`config.mk`:
```
export PLATFORM = sky130hd
export DESIGN_NAME = mem_arbiter
export DESIGN_NICKNAME = d
export VERILOG_FILES = /design/src/rtl/mrv32_pkg.sv /design/src/rtl/arb_pick.sv /design/src/rtl/mem_arbiter.sv
export SDC_FILE = /design/constraint.sdc
export NUM_CORES = 1
export LEC_CHECK = 0
export CORE_ASPECT_RATIO = 0.5
export CORE_MARGIN = 4
export CORE_UTILIZATION = 50
export CTS_BUF_LIST = sky130_fd_sc_hd__clkbuf_4
export CTS_CLUSTER_SIZE = 8
export DETAILED_ROUTE_END_ITERATION = 12
export DONT_BUFFER_PORTS = 1
export PLACE_DENSITY_LB_ADDON = 0.15
export SETUP_SLACK_MARGIN = 0.1
export SKIP_LAST_GASP = 1
export SYNTH_ARGS = -nofsm -noshare
export SYNTH_HDL_FRONTEND = slang
export SYNTH_HIERARCHICAL = 1
export SYNTH_SLANG_ARGS = --single-unit
```
`constraint.sdc`:
```
create_clock -name clk -period 1.98 [get_ports clk]
set_clock_uncertainty 0.05 [all_clocks]
set_input_delay 0.396 -clock clk [delete_from_list [all_inputs] [get_ports clk]]
set_output_delay 0.396 -clock clk [all_outputs]
set_load 0.02 [all_outputs]
```
`src/rtl/mrv32_pkg.sv`:
```
// Shared widths, FSM/owner encodings and the memory request payload for the memory-port arbiter.
package mrv32_pkg;

  localparam int unsigned ADDR_W   = 32;
  localparam int unsigned DATA_W   = 32;
  localparam int unsigned WSTRB_W  = 4;
  localparam int unsigned STREAK_W = 4;

  typedef enum logic [1:0] {
    ARB_IDLE     = 2'd0,
    ARB_ISSUE    = 2'd1,
    ARB_WAIT_RSP = 2'd2,
    ARB_RESP     = 2'd3
  } arb_state_t;

  typedef enum logic {
    OWN_IF  = 1'b0,
    OWN_LSU = 1'b1
  } arb_owner_t;

  typedef struct packed {
    logic [ADDR_W-1:0]  addr;
    logic               wen;
    logic [WSTRB_W-1:0] wstrb;
    logic [DATA_W-1:0]  wdata;
  } mem_req_t;

endpackage

```
`src/rtl/arb_pick.sv`:
```
// Combinational grant: LSU wins unless IF is waiting and the LSU streak has reached its limit.
module arb_pick
  import mrv32_pkg::*;
#(
  parameter int unsigned MAX_LSU_STREAK = 4
) (
  input  logic                en_i,
  input  logic                if_valid_i,
  input  logic                lsu_valid_i,
  input  logic [STREAK_W-1:0] streak_i,
  output logic                grant_if_c_o,
  output logic                grant_lsu_c_o
);

  logic if_starving;

  always_comb begin
    if_starving   = if_valid_i && (streak_i == STREAK_W'(MAX_LSU_STREAK));
    grant_lsu_c_o = en_i && lsu_valid_i && !if_starving;
    grant_if_c_o  = en_i && if_valid_i && !grant_lsu_c_o;
  end

endmodule

```
`src/rtl/mem_arbiter.sv`:
```
// Shares the core memory port between instruction fetch and load/store.
// One transaction in flight; LSU has priority, bounded by a streak limit so IF cannot starve.
module mem_arbiter
  import mrv32_pkg::*;
#(
  parameter int unsigned MAX_LSU_STREAK = 4
) (
  input  logic               clk,
  input  logic               rst_n,
  input  logic               if_req_valid,
  output logic               if_req_ready,
  input  logic [ADDR_W-1:0]  if_req_addr,
  output logic               if_rsp_valid,
  output logic [DATA_W-1:0]  if_rsp_rdata,
  output logic               if_rsp_err,
  input  logic               lsu_req_valid,
  output logic               lsu_req_ready,
  input  logic [ADDR_W-1:0]  lsu_req_addr,
  input  logic               lsu_req_wen,
  input  logic [WSTRB_W-1:0] lsu_req_wstrb,
  input  logic [DATA_W-1:0]  lsu_req_wdata,
  output logic               lsu_rsp_valid,
  output logic [DATA_W-1:0]  lsu_rsp_rdata,
  output logic               lsu_rsp_err,
  output logic               mem_req_valid,
  input  logic               mem_req_ready,
  output logic [ADDR_W-1:0]  mem_req_addr,
  output logic               mem_req_wen,
  output logic [WSTRB_W-1:0] mem_req_wstrb,
  output logic [DATA_W-1:0]  mem_req_wdata,
  input  logic               mem_rsp_valid,
  input  logic [DATA_W-1:0]  mem_rsp_rdata,
  input  logic               mem_rsp_err,
  output logic               busy
);

  arb_state_t          state_q, state_d;
  arb_owner_t          owner_q, owner_d;
  mem_req_t            req_q, req_d;
  logic [DATA_W-1:0]   rdata_q, rdata_d;
  logic                err_q, err_d;
  logic [STREAK_W-1:0] streak_q, streak_d;
  logic                idle;
  logic                grant_if_c, grant_lsu_c;

  assign idle = (state_q == ARB_IDLE);

  arb_pick #(
    .MAX_LSU_STREAK(MAX_LSU_STREAK)
  ) u_pick (
    .en_i         (idle),
    .if_valid_i   (if_req_valid),
    .lsu_valid_i  (lsu_req_valid),
    .streak_i     (streak_q),
    .grant_if_c_o (grant_if_c),
    .grant_lsu_c_o(grant_lsu_c)
  );

  // Next-state, request latch, response latch and streak bookkeeping
  always_comb begin
    state_d  = state_q;
    owner_d  = owner_q;
    req_d    = req_q;
    rdata_d  = rdata_q;
    err_d    = err_q;
    streak_d = streak_q;
    unique case (state_q)
      ARB_IDLE: begin
        if (grant_lsu_c) begin
          req_d   = '{addr: lsu_req_addr, wen: lsu_req_wen,
                      wstrb: lsu_req_wstrb, wdata: lsu_req_wdata};
          owner_d = OWN_LSU;
          state_d = ARB_ISSUE;
          if (!if_req_valid) begin
            streak_d = '0;
          end else if (streak_q != STREAK_W'(MAX_LSU_STREAK)) begin
            streak_d = streak_q + STREAK_W'(1);
          end
        end else if (grant_if_c) begin
          req_d    = '{addr: if_req_addr, wen: 1'b0,
                       wstrb: {WSTRB_W{1'b1}}, wdata: '0};
          owner_d  = OWN_IF;
          state_d  = ARB_ISSUE;
          streak_d = '0;
        end
      end
      ARB_ISSUE: begin
        if (mem_req_ready) begin
          state_d = ARB_WAIT_RSP;
        end
      end
      ARB_WAIT_RSP: begin
        if (mem_rsp_valid) begin
          rdata_d = mem_rsp_rdata;
          err_d   = mem_rsp_err;
          state_d = ARB_RESP;
        end
      end
      ARB_RESP: begin
        state_d = ARB_IDLE;
      end
      default: begin
        state_d = ARB_IDLE;
      end
    endcase
  end

  always_ff @(posedge clk or negedge rst_n) begin
    if (!rst_n) begin
      state_q  <= ARB_IDLE;
      owner_q  <= OWN_IF;
      req_q    <= '0;
      rdata_q  <= '0;
      err_q    <= 1'b0;
      streak_q <= '0;
    end else begin
      state_q  <= state_d;
      owner_q  <= owner_d;
      req_q    <= req_d;
      rdata_q  <= rdata_d;
      err_q    <= err_d;
      streak_q <= streak_d;
    end
  end

  assign if_req_ready  = grant_if_c;
  assign lsu_req_ready = grant_lsu_c;

  assign mem_req_valid = (state_q == ARB_ISSUE);
  assign mem_req_addr  = req_q.addr;
  assign mem_req_wen   = req_q.wen;
  assign mem_req_wstrb = req_q.wstrb;
  assign mem_req_wdata = req_q.wdata;

  // Store responses carry no load data
  assign if_rsp_valid  = (state_q == ARB_RESP) && (owner_q == OWN_IF);
  assign lsu_rsp_valid = (state_q == ARB_RESP) && (owner_q == OWN_LSU);
  assign if_rsp_rdata  = rdata_q;
  assign lsu_rsp_rdata = req_q.wen ? '0 : rdata_q;
  assign if_rsp_err    = err_q;
  assign lsu_rsp_err   = err_q;

  assign busy = !idle;

endmodule
```
# --- After elaboration in Yosys (flattened, before gate mapping) ---
# Cells that the tools add are included.
totals:
  reg_bits: 109
  latch_bits: 0
  mem_bits_rw: 0
  mem_bits_ro: 0
  inputBits: 140
  out_inout_bits: 141
  elab_cells: 50
  n_memories: 0
op_classes:
  addsub: 1
  n_mul: 0
  div_mod_pow: 0
  magnitude_cmp: 0
  n_eq_ne: 9
  shifts: 0
  mux: 14
  bitwise_logic: 1
  n_reduce_logical: 16
op_table:
  columns: ["cell", "n"]
  rows:
  - ["two-way mux 69 bit", 2]
  - ["two-way mux 32 bit", 1]
  - ["two-way mux 4 bit", 4]
  - ["two-way mux 2 bit", 4]
  - ["one-hot mux 2 bit (4 select lines)", 1]
  - ["logical AND 1 bit", 7]
  - ["AND reduction 3 bit", 2]
  - ["adder 4 x 1 -> 4 bit (second input constant)", 1]
  - ["equality test 2 bit (second input constant)", 2]
  - ["equality test 4 x 3 -> 1 bit (second input constant)", 1]
  - ["!= test 4 x 3 -> 1 bit (second input constant)", 1]
  - ["AND reduction 2 bit", 2]
  - ["logical NOT 1 bit", 3]
  - ["!= test 3 x 2 -> 1 bit (second input constant)", 1]
  - ["!= test 3 bit (second input constant)", 1]
  - ["equality test 2 x 1 -> 1 bit (second input constant)", 1]
  - ["logical NOT 2 bit", 1]
  - ["two-way mux 1 bit", 2]
  - ["!= test 2 x 1 -> 1 bit (second input constant)", 1]
  - ["!= test 2 bit (second input constant)", 1]
  - ["nonzero test 2 bit", 1]
  - ["inverter 1 bit", 1]

# --- Logic depth before layout (Yosys ltp) ---
# Gate-level depths: netlist (run 1).
logic_depth:
  word_depth: 9
  depth_mapped: 9
  ltp_nobuf: 7

# --- By module ---
# The synthesis (run 1) kept the hierarchy.
modules_own_cells:
  columns: ["module", "n_inst", "cells_per_inst", "area_each_um2", "seq_area_each_um2"]
  rows:
  - ["mem_arbiter", 1, 453, 4788.3, 2727.6]
  - ["arb_pick", 1, 5, 46.3, 0.0]

# --- Worst setup path after synthesis (run 1) ---
# Ideal clock, no wire load.
synth_path:
  path_type: "register -> register"
  from: "register state_q[0]"
  to: "register state_q[1]"
  setup_ns: 0.127
  arrival_time_ns: 2.130
  required_ns: 1.803
  setup_slack_ns: -0.328
  stages_incl_launch_ff: 9
  path_buffers: 1
  period_less_slack_ns: 2.308
  cell_sequence: "dfrtp_1 inv_1 ha_1 nand2_1 a21oi_1 buf_2 nor2_1 a222oi_1 mux2_1"
synth_between:
  elab_chain_len: 7
  word_cells_on_any_way: 15
  classes_between: "eq/ne (6); mux (2); reduce/logical (7)"
synth_rtl:
  columns: ["element", "line_no", "text"]
  rows:
  - ["from (decl)", "mem_arbiter.sv:37", "arb_state_t state_q, state_d;"]
  - ["from (signal assigned)", "mem_arbiter.sv:117", "state_q <= state_d;"]
  - ["logical NOT 2 bit *", "mem_arbiter.sv:46", "assign idle = (state_q == ARB_IDLE);"]
  - ["via idle", "mem_arbiter.sv:43", "logic idle;"]
  - ["logical AND 1 bit * (2 in a row)", "arb_pick.sv:19", "grant_lsu_c_o = en_i && lsu_valid_i && !if_starving;"]
  - ["via lsu_req_ready", "mem_arbiter.sv:17", "output logic lsu_req_ready,"]
  - ["logical NOT 1 bit", "arb_pick.sv:20", "grant_if_c_o = en_i && if_valid_i && !grant_lsu_c_o;"]
  - ["logical AND 1 bit", "arb_pick.sv:20", null]
  - ["!= test 3 bit (no source line)", null, null]
  - ["AND reduction 3 bit (no source line)", null, null]
# Mark *: on every way through the listed nets, which the timed path passes. The rest lies on a longest branch.
# A chain may end at the register's enable or synchronous reset.

# --- Worst setup path after layout (run 1) ---
layout_path:
  from: "register streak_q[3]"
  to: "register req_q (netlist bit mem_req_wdata[1])"
layout_between:
  elab_chain_len: 8
  word_cells_on_any_way: 9
  classes_between: "eq/ne (1); mux (1); reduce/logical (7)"
layout_rtl:
  columns: ["element", "line_no", "text"]
  rows:
  - ["from (decl)", "mem_arbiter.sv:42", "logic [STREAK_W-1:0] streak_q, streak_d;"]
  - ["from (signal assigned)", "mem_arbiter.sv:122", "streak_q <= streak_d;"]
  - ["equality test 4 x 3 -> 1 bit *", "arb_pick.sv:18", "if_starving = if_valid_i && (streak_i == STREAK_W'(MAX_LSU_STREAK));"]
  - ["logical AND 1 bit *", "arb_pick.sv:18", null]
  - ["logical NOT 1 bit *", "arb_pick.sv:19", null]
  - ["logical AND 1 bit *", "arb_pick.sv:19", null]
  - ["logical NOT 1 bit", "arb_pick.sv:20", null]
  - ["logical AND 1 bit", "arb_pick.sv:20", null]
  - ["nonzero test 2 bit (no source line)", null, null]
  - ["AND reduction 2 bit (no source line)", null, null]
  - ["to (signal assigned)", "mem_arbiter.sv:119", "req_q <= req_d;"]
  - ["to (decl)", "mem_arbiter.sv:39", "mem_req_t req_q, req_d;"]
# Every way passes the cells marked *; elsewhere a longest branch is shown, timed or not.

==> results of run 1 <==
worst max-delay path, cell delays in order, from the launching register on:
cell       delay (ns)
dfrtp_2          0.47
nor4b_4          0.43
a21oi_4          0.12
buf_6            0.14
buf_6            0.11
o21ai_4          0.26
buf_6            0.14
buf_8            0.13
clkbuf_16        0.17
nand2_1          0.06
nand2_1          0.08
synth_stat cells (2+ instances only):
cell and number:
a21oi_1 3, a31oi_1 4, a32o_1 2, buf_1 2, buf_2 11, clkbuf_1 16, dfrtp_1 109, ha_1 7
inv_1 12, mux2_2 33, mux2i_1 33, nand2_1 104, nand3_1 33, nor2_1 7, nor2b_1 33, o21ai_0 34
flip-flops by register name, summed over array words and instances, names as in the netlist:
| signal | flops |
|---|---|
| mem_req_addr | 32 |
| if_rsp_rdata | 32 |
| state_q | 2 |
| mem_req_wen | 1 |
| if_rsp_err | 1 |
| streak_q | 4 |
| mem_req_wstrb | 4 |
| mem_req_wdata | 32 |
| owner_q | 1 |
path summary, 6_finish.rpt:
kind | slack (ns) | from | endpoint
setup / recovery | -0.25 | streak_q[3] | mem_req_wdata[1]
hold / removal | -0.45 | rst_n | if_rsp_rdata[15]
setup reg to reg | -0.25 | streak_q[3] | mem_req_wdata[1]
hold reg to reg | 0.58 | mem_req_wdata[17] | mem_req_wdata[17]
max in group asynchronous | 2.17 | rst_n | mem_req_wstrb[1]
min in group clk | 0.02 | lsu_req_wdata[10] | mem_req_wdata[10]
cells by family (layout without fill, tap and decap cells):
| group | count (synthesis) | count (layout) | share of synthesized area (%) |
|---|---|---|---|
| fa+ha+maj | 7 | 7 | 1.812 |
| compound gates | 50 | 50 | 5.952 |
| simple gates | 183 | 183 | 17.44 |
| mux | 67 | 67 | 14.75 |
| buf+inv | 42 | 146 | 3.623 |
| flops | 109 | 109 | 56.42 |
through the flow:
stage               setup slack [ns]  power, uW
floorplan                    0.01344       7552
global placement             0.03656       8210
detailed placement           -0.1177       8383
CTS                          -0.1989      10330
global route                 -0.3263      12160
finish                       -0.2497      11590
layout by cell type (no fill, tap or decap), drive strengths merged:
master,instances
dfrtp,109
nand2,104
dlygate4sd3,59
buf,53
o21ai,35
mux2,34
nor2b,33
nand3,33
mux2i,33
clkbuf,17
inv,11
ha,7
nor2,7
a31oi,4
clkinvlp,3
a21oi,3
clkinv,3
a32o,2
and2,1
o21a,1
nand2b,1
a31o,1
nand3b,1
nor3,1
a22o,1
a222oi,1
and3,1
a211oi,1
nor4b,1
o211a,1
power by group:
group / total, uW / internal [uW] / switching [uW]
clock network: 982 / 278 / 705
logic: 5220 / 2570 / 2650
registers: 5390 / 3190 / 2200
metal layers:
metal | wire length (um) | vias up | share of wire, %
li1 | - | 1747 | -
met1 | 5816 | 1959 | 37
met2 | 8401 | 236 | 53
met3 | 1316 | 30 | 8.3
met4 | 292 | 0 | 1.8
met5 | 0 | - | 0
what timing repair did:
action                                  in CTS  in global routing
pin swaps                                   12                 31
cloned                                      10                  6
endpoints found under the hold margin      140                137
buffers inserted                            21                  9
resized for setup                           96                148
endpoints found under the setup margin      85                107
hold buffers                                31                 28
area by class of cell:
type	instances	area, um2
Clock inverter	5	27.53
Inverter	12	48.80
Sequential cell	109	2729
Tap cell	135	168.9
Fill cell	602	2266
Clock buffer	11	82.58
Multi-Input combinational cell	307	2597
Timing Repair Buffer	118	1526
==> flow_summary_export.csv, run 1 <==
group,metric,value,unit
grt,grt_pass1_wl,20470,um
floorplan,fp.dieH,77.53,um
logic_synthesis,netlist_instances,458,
drt,first_iter_violations,201,
logic_synthesis,synth_top_area_share,56.42,%
grt,grtUsageTotal,23.04,%
drt,dr.pass1.iters,4,
cells_and_area,postLayoutCoreUtil,76.01,%
clock_tree,clkTransAtPathRegs,0.16,ns
logic_synthesis,syn-cell-area,4835,um2
floorplan,die_area,11400,um2
cells_and_area,fin_area,7181,um2
power_and_ir_drop,power.leakage,0.003306,uW
cells_and_area,antenna_cells,0,
power_and_ir_drop,p_per_area,1615,nW/um2
grt,grt_use_met2,41.10,%
floorplan,placementRows,25,
run_status,status,"finished with violations",
clock_tree,cts_buffers,9,
drt,wl_per_cell,22.71,um
critical_path,reg2reg_depth,10,
drt,viasPerCell,5.699,
power_and_ir_drop,vdd_drop_max,697.3,uV
sta,relSlewSlack,70.80,%
sta,period_share,112.6,%
floorplan,core_area,9447,um2
logic_synthesis,postSynth.asyncResetShare,100.0,%
grt,antenna_found_initial,0,
critical_path,crit_path_max_fanout,6,
logic_synthesis,synth.distinct_cells,31,
cells_and_area,drive_gt1_share,40.21,%
cells_and_area,fin_cells,697,
logic_synthesis,synth_area_leaders,"dfrtp_1, nand2_1, mux2_2",
grt,grt_util_met3,6.184,%
sta,fmax,0.4485,GHz
floorplan,die_w,147.1,um
cells_and_area,area_delta_synth_final,48.52,%
job,drv_cap,0,
grt,grt_max_degree,110,
logic_synthesis,postSynthAreaPerCell,10.56,um2
clock_tree,htreeDepth,3,
clock_tree,cts_root_buffer,"clkbuf_4",
placement,dp.cells,578,
hold_path,hold_path.class,"in2async",
clock_tree,clockBufferDepth,2,
sta,worstMarginPinSlew,0.4380,ns
clock_tree,cts_tree,"done",
sta,maxSlewViolCount,0,
logic_synthesis,ys_ff_latch,109,
run_status,violations,"hold timing, setup timing",
critical_path,crit_path_start_kind,"flop",
grt,first_global_vias,3811,
sta,tns,-13.25,ns
logic_synthesis,synth_fp_nets,605,
logic_synthesis,synthFlopType,"dfrtp_1",
placement,gp_congestion,0.7209,
placement,port_buffers,0,
clock_tree,insertion_delay,0.46,ns
drt,vias,3972,
drt,drc,0,
drt,ant_nets,0,
sta,min_period,2.230,ns
sta,rsz0062_at_grt,"true",
placement,placedInstanceArea,5081,um2
logic_synthesis,ys_seq_area_share,56.42,%
sta,setup_ws,-0.2497,ns
critical_path,crit_type,"reg2reg",
sta,hold_viol_final,109,
logic_synthesis,yosys_warnings,6,
critical_path,cp_data_arrival_time,2.58,ns
floorplan,ios,281,
grt,grt-busiest-layer,"met2",
cells_and_area,finalNetCount,704,
drt,wirelength,15830,um
grt,grt_overflow,0,
floorplan,start_util,51.18,%
placement,dpl.hpwl,8781,um
sta,finalSetupViolCount,74,
critical_path,worstSetupEndpointType,"flop",
logic_synthesis,synth_top_area_cell,"dfrtp_1",
logic_synthesis,synth_edf_count,0,
grt,gr-usage-met1,27.36,%
sta,holdWs,-0.4468,ns
critical_path,required,2.33,ns
clock_tree,clkSinkCount,109,
Note: power is estimated with default switching activity, not from simulation.
==> run 2: changes to the inputs <==
CAP_MARGIN = 20   (was unset)
==> results of run 2 <==
The final DEF is identical to that of run 1; final timing and power are the same.
==> RTL edit 1, RTL diff (flow settings as in run 2) <==
`rdata_q` no longer has a reset.
--- a/src/rtl/mem_arbiter.sv
+++ b/src/rtl/mem_arbiter.sv
@@ -110,17 +110,19 @@
       state_q  <= ARB_IDLE;
       owner_q  <= OWN_IF;
       req_q    <= '0;
-      rdata_q  <= '0;
       err_q    <= 1'b0;
       streak_q <= '0;
     end else begin
       state_q  <= state_d;
       owner_q  <= owner_d;
       req_q    <= req_d;
-      rdata_q  <= rdata_d;
       err_q    <= err_d;
       streak_q <= streak_d;
     end
+  end
+
+  always_ff @(posedge clk) begin
+    rdata_q <= rdata_d;
   end
 
   assign if_req_ready  = grant_if_c;
Behaviour: differs if rst_n is asserted again (counterexample within 4 cycles, from zero or initial values and one cycle with rst_n low); with rst_n held inactive, the same outputs for 4 cycles.
==> RTL edit 1 against run 2 <==
- the flow still finishes with violations (negative hold slack, negative setup slack)
- count of clock-buffer cells in the layout is 1 lower
- first-iteration DRC count grew 19%
- critical path depth is 1 higher
- synthesized cell count decreased by 7.9%
- setup slack better by 0.11 ns
- power fell by 16%
- cell area decreased by 4.9%
- area after synthesis down 4.5%
- routed wire length fell by 7.0%
- combinational power down 21%
- sequential cell count stayed put
- global-route usage is 2.0 points higher
==> RTL edit 1: results (changes against run 2) <==
Compound-Gate Fraction of Synth Area: 5.82% (was 5.95%)
setup violators final: 36 (was 74)
failing checks: negative hold slack, negative setup slack (unchanged)
worst rel slew slack: 72.9% (was 70.8%)
layout cells sized above 1: 27.2% (was 40.2%)
worst r2r dst: mem_req_addr[30] (was mem_req_wdata[1])
via count: 3670 (was 3972)
Synth area leaders: dfrtp_1 (42%), edfxtp_1 (21%), nand2_1 (8.4%) (was dfrtp_1 (56%), nand2_1 (8.1%), mux2_2 (7.7%))
endpoints failing hold: 77 (was 109)
WL met2: 8080 um (was 8400 um)
GRT met2 Usage: 45.3% (was 41.1%)
largest net degree at the start of global routing: 78 (was 110)
GR Util met1: 27.7% (was 27.4%)
Seq/Total Area, Yosys: 62.5% (was 56.4%)
Crit path arrival time: 2.43 ns (was 2.58 ns)
Post-synth EDFFs: 32 (was 0)
Unique masters post-synth: 29 (was 31)
Setup WS pre-CTS: -0.0260 ns (was -0.118 ns)
number of global-route vias before repair: 3855 (was 3811)
status: finished with violations (unchanged)
HPWL after detailed placement: 8680 um (was 8780 um)
final worst slack: -0.144 ns (was -0.250 ns)
Critical Path Slowest Stage Cell: dfrtp_1 (was dfrtp_2)
VDD IR-drop max: 0.740 mV (was 0.697 mV)
met3 WL: 1120 um (was 1320 um)
DR pass1 iterations: 5 (was 4)
GR Util met3: 7.74% (was 6.18%)
Hold WS: -0.436 ns (was -0.447 ns)
Placement Cell Area: 4850 sq um (was 5080 sq um)
Mean Syn Cell Area: 10.9 sq um (was 10.6 sq um)
Post-synth top cells: nand2_1 (103), dfrtp_1 (77), nor2b_1 (34), o21ai_0 (34) (was dfrtp_1 (109), nand2_1 (104), o21ai_0 (34))
[RTL edit 1: cell count changes in the layout (fill, tap and decap cells not counted), sizes merged, moves of 2 or more]
cell and change:
clkinvlp -3, dlygate4sd3 +8, mux2 -31, edfxtp +32
buf +8, clkbuf -2, a32o -2, inv +3
dfrtp -32
[RTL edit 1: final cells by class]
| class | instances | area [sq um] |
|---|---|---|
| fill | 536 | 2030 |
| tap | 117 | 146 |
| timing repair buffer | 134 | 1660 |
| inverter | 12 | 45.0 |
| sequential | 109 | 2890 |
| multi-input combinational | 274 | 1970 |
| clock buffer | 10 | 75.1 |
| clock inverter | 6 | 46.3 |
[RTL edit 1: kinds of logic after synthesis]
group,Yosys count
compound gates,48
mux,36
buf+inv,39
fa+ha+maj,7
flops,109
simple gates,183
[RTL edit 1: what timing repair did]
item                                   CTS  global route
resized for setup                      109            65
endpoints found under the hold margin  140            81
gates cloned                            12             7
pin swaps                                7             7
setup endpoints to repair               79           121
setup buffers                           22             7
hold buffers                            63             4
==> RTL edit 2, RTL diff (flow settings as in run 2) <==
Made on the original files. The package constant `WSTRB_W` goes from 4 to 5.
--- a/src/rtl/mrv32_pkg.sv
+++ b/src/rtl/mrv32_pkg.sv
@@ -3,7 +3,7 @@
 
   localparam int unsigned ADDR_W   = 32;
   localparam int unsigned DATA_W   = 32;
-  localparam int unsigned WSTRB_W  = 4;
+  localparam int unsigned WSTRB_W  = 5;
   localparam int unsigned STREAK_W = 4;
 
   typedef enum logic [1:0] {
Ports: changed (resized lsu_req_wstrb and mem_req_wstrb); port bits go from 281 to 283. The function was not compared with the original's and may differ.
==> RTL edit 2 against run 2 <==
- the run still ends with negative hold slack, negative setup slack left
- core utilization fell by 5.0 points
- setup slack improved by 0.15 ns
- final cell count fell by 2.0%
- power fell by 3.8%
- maximum frequency rose by 7.1%
- routed wire length fell by 6.4%
- area after synthesis rose by 0.91%
- cell area fell by 6.3%
- sequential cell count rose by 1
==> RTL edit 2: results (changes against run 2) <==
status: finished with violations (unchanged)
first-pass GRT wire length: 20200 um (was 20500 um)
endpoints failing hold: 110 (was 109)
Synth area leaders: dfrtp_1 (56%), nand2_1 (8.0%), mux2_2 (7.6%) (was dfrtp_1 (56%), nand2_1 (8.1%), mux2_2 (7.7%))
Seq/Total Area, Yosys: 56.4% (about the same)
wire length on met1: 5480 um (was 5820 um)
Final GP Congestion: 0.713 (was 0.721)
WL met2: 8080 um (was 8400 um)
Setup WS pre-CTS: -0.0479 ns (was -0.118 ns)
setup violators final: 70 (was 74)
Crit path arrival time: 2.40 ns (was 2.58 ns)
number of global-route vias before repair: 3784 (was 3811)
Unique masters post-synth: 30 (was 31)
postcts setup bufs: 17 (was 21)
CP Max Fanout: 13 (was 6)
failing checks: negative hold slack, negative setup slack (unchanged)
via count: 3782 (was 3972)
layout cells sized above 1: 30.4% (was 40.2%)
Non-Filler Instances: 683 (was 697)
met3 WL: 1050 um (was 1320 um)
DP Cell Count: 580 (was 578)
Top Metal Used: met4 (unchanged)
post-synthesis net count: 611 (was 605)
TNS Setup: -4.29 ns (was -13.25 ns)
largest net degree at the start of global routing: 111 (was 110)
Leak Pwr: 3.16 nW (was 3.31 nW)
Placement Cell Area: 5110 sq um (was 5080 sq um)
total wire length: 14800 um (was 15800 um)
post_cts resized: 55 (was 96)
number of hold buffers added after CTS: 14 (was 31)
Core Util, Final: 71.0% (was 76.0%)
worst rel slew slack: 70.5% (was 70.8%)
VDD IR-drop max: 0.635 mV (was 0.697 mV)
final worst slack: -0.102 ns (was -0.250 ns)
# fillers: 666 (was 602)
Final #Nets: 689 (was 704)
Clk Latency, worst-skew pair: 0.44 ns (was 0.46 ns)
Post-synth top cells: dfrtp_1 (110), nand2_1 (104), o21ai_0 (34) (was dfrtp_1 (109), nand2_1 (104), o21ai_0 (34))
Hold WS: -0.421 ns (was -0.447 ns)
Total GRT Usage: 22.5% (was 23.0%)
RTL edit 2: cell count changes after synthesis, sizes merged:
cell,change
clkbuf,+1
nor2,+1
a31oi,+1
inv,+1
a211oi,-1
nor3,+1
dfrtp,+1
RTL edit 2: metal layers:
metal | vias up | track usage [%]
li1 | 1703 | -
met1 | 1864 | 25.4
met2 | 192 | 42.9
met3 | 23 | 6.07
met4 | 0 | 4.55
met5 | - | 0
RTL edit 2: where the power goes:
part,internal (mW),total [mW],switching (mW)
Sequential,3.23,5.33,2.11
Clock,0.279,0.952,0.673
Combinational,2.42,4.87,2.45
RTL edit 2: cells by family after synthesis:
logic type      synth area share [%]
simple gates                    17.5
buf+inv                         3.82
flops                           56.4
mux                             14.6
fa+ha+maj                       1.80
compound gates                  5.87
RTL edit 2: final timing paths:
path,start,end,slack (ns),cells past startpoint
max,streak_q[1],mem_req_addr[2],-0.10,10
min,rst_n,streak_q[0],-0.42,0
max reg2reg,streak_q[1],mem_req_addr[2],-0.10,10
min reg2reg,owner_q,owner_q,0.55,2
max in group asynchronous,rst_n,if_rsp_rdata[10],2.11,0
min in group clk,lsu_req_wdata[0],mem_req_wdata[0],0.03,2
RTL edit 2: area by class of cell:
class	count	area [sq um]	area share, %
diodes	2	5.00	0.0744
clock inverters	5	26.3	0.391
well taps	135	169	2.51
inverters	13	52.6	0.781
flip-flops and latches	110	2760	41.0
multi-input cells	309	2370	35.3
clock buffers	11	82.6	1.23
repair buffers	98	1260	18.8
RTL edit 2: worst max-delay path: stages, from the launching register on:
cell and delay, ns:
dfrtp_2 0.45, nor4b_4 0.31, buf_4 0.17, a21oi_4 0.07, buf_6 0.13, buf_6 0.11, o21ai_4 0.21, buf_12 0.19
clkbuf_16 0.17, nand2_1 0.06, o21ai_0 0.08
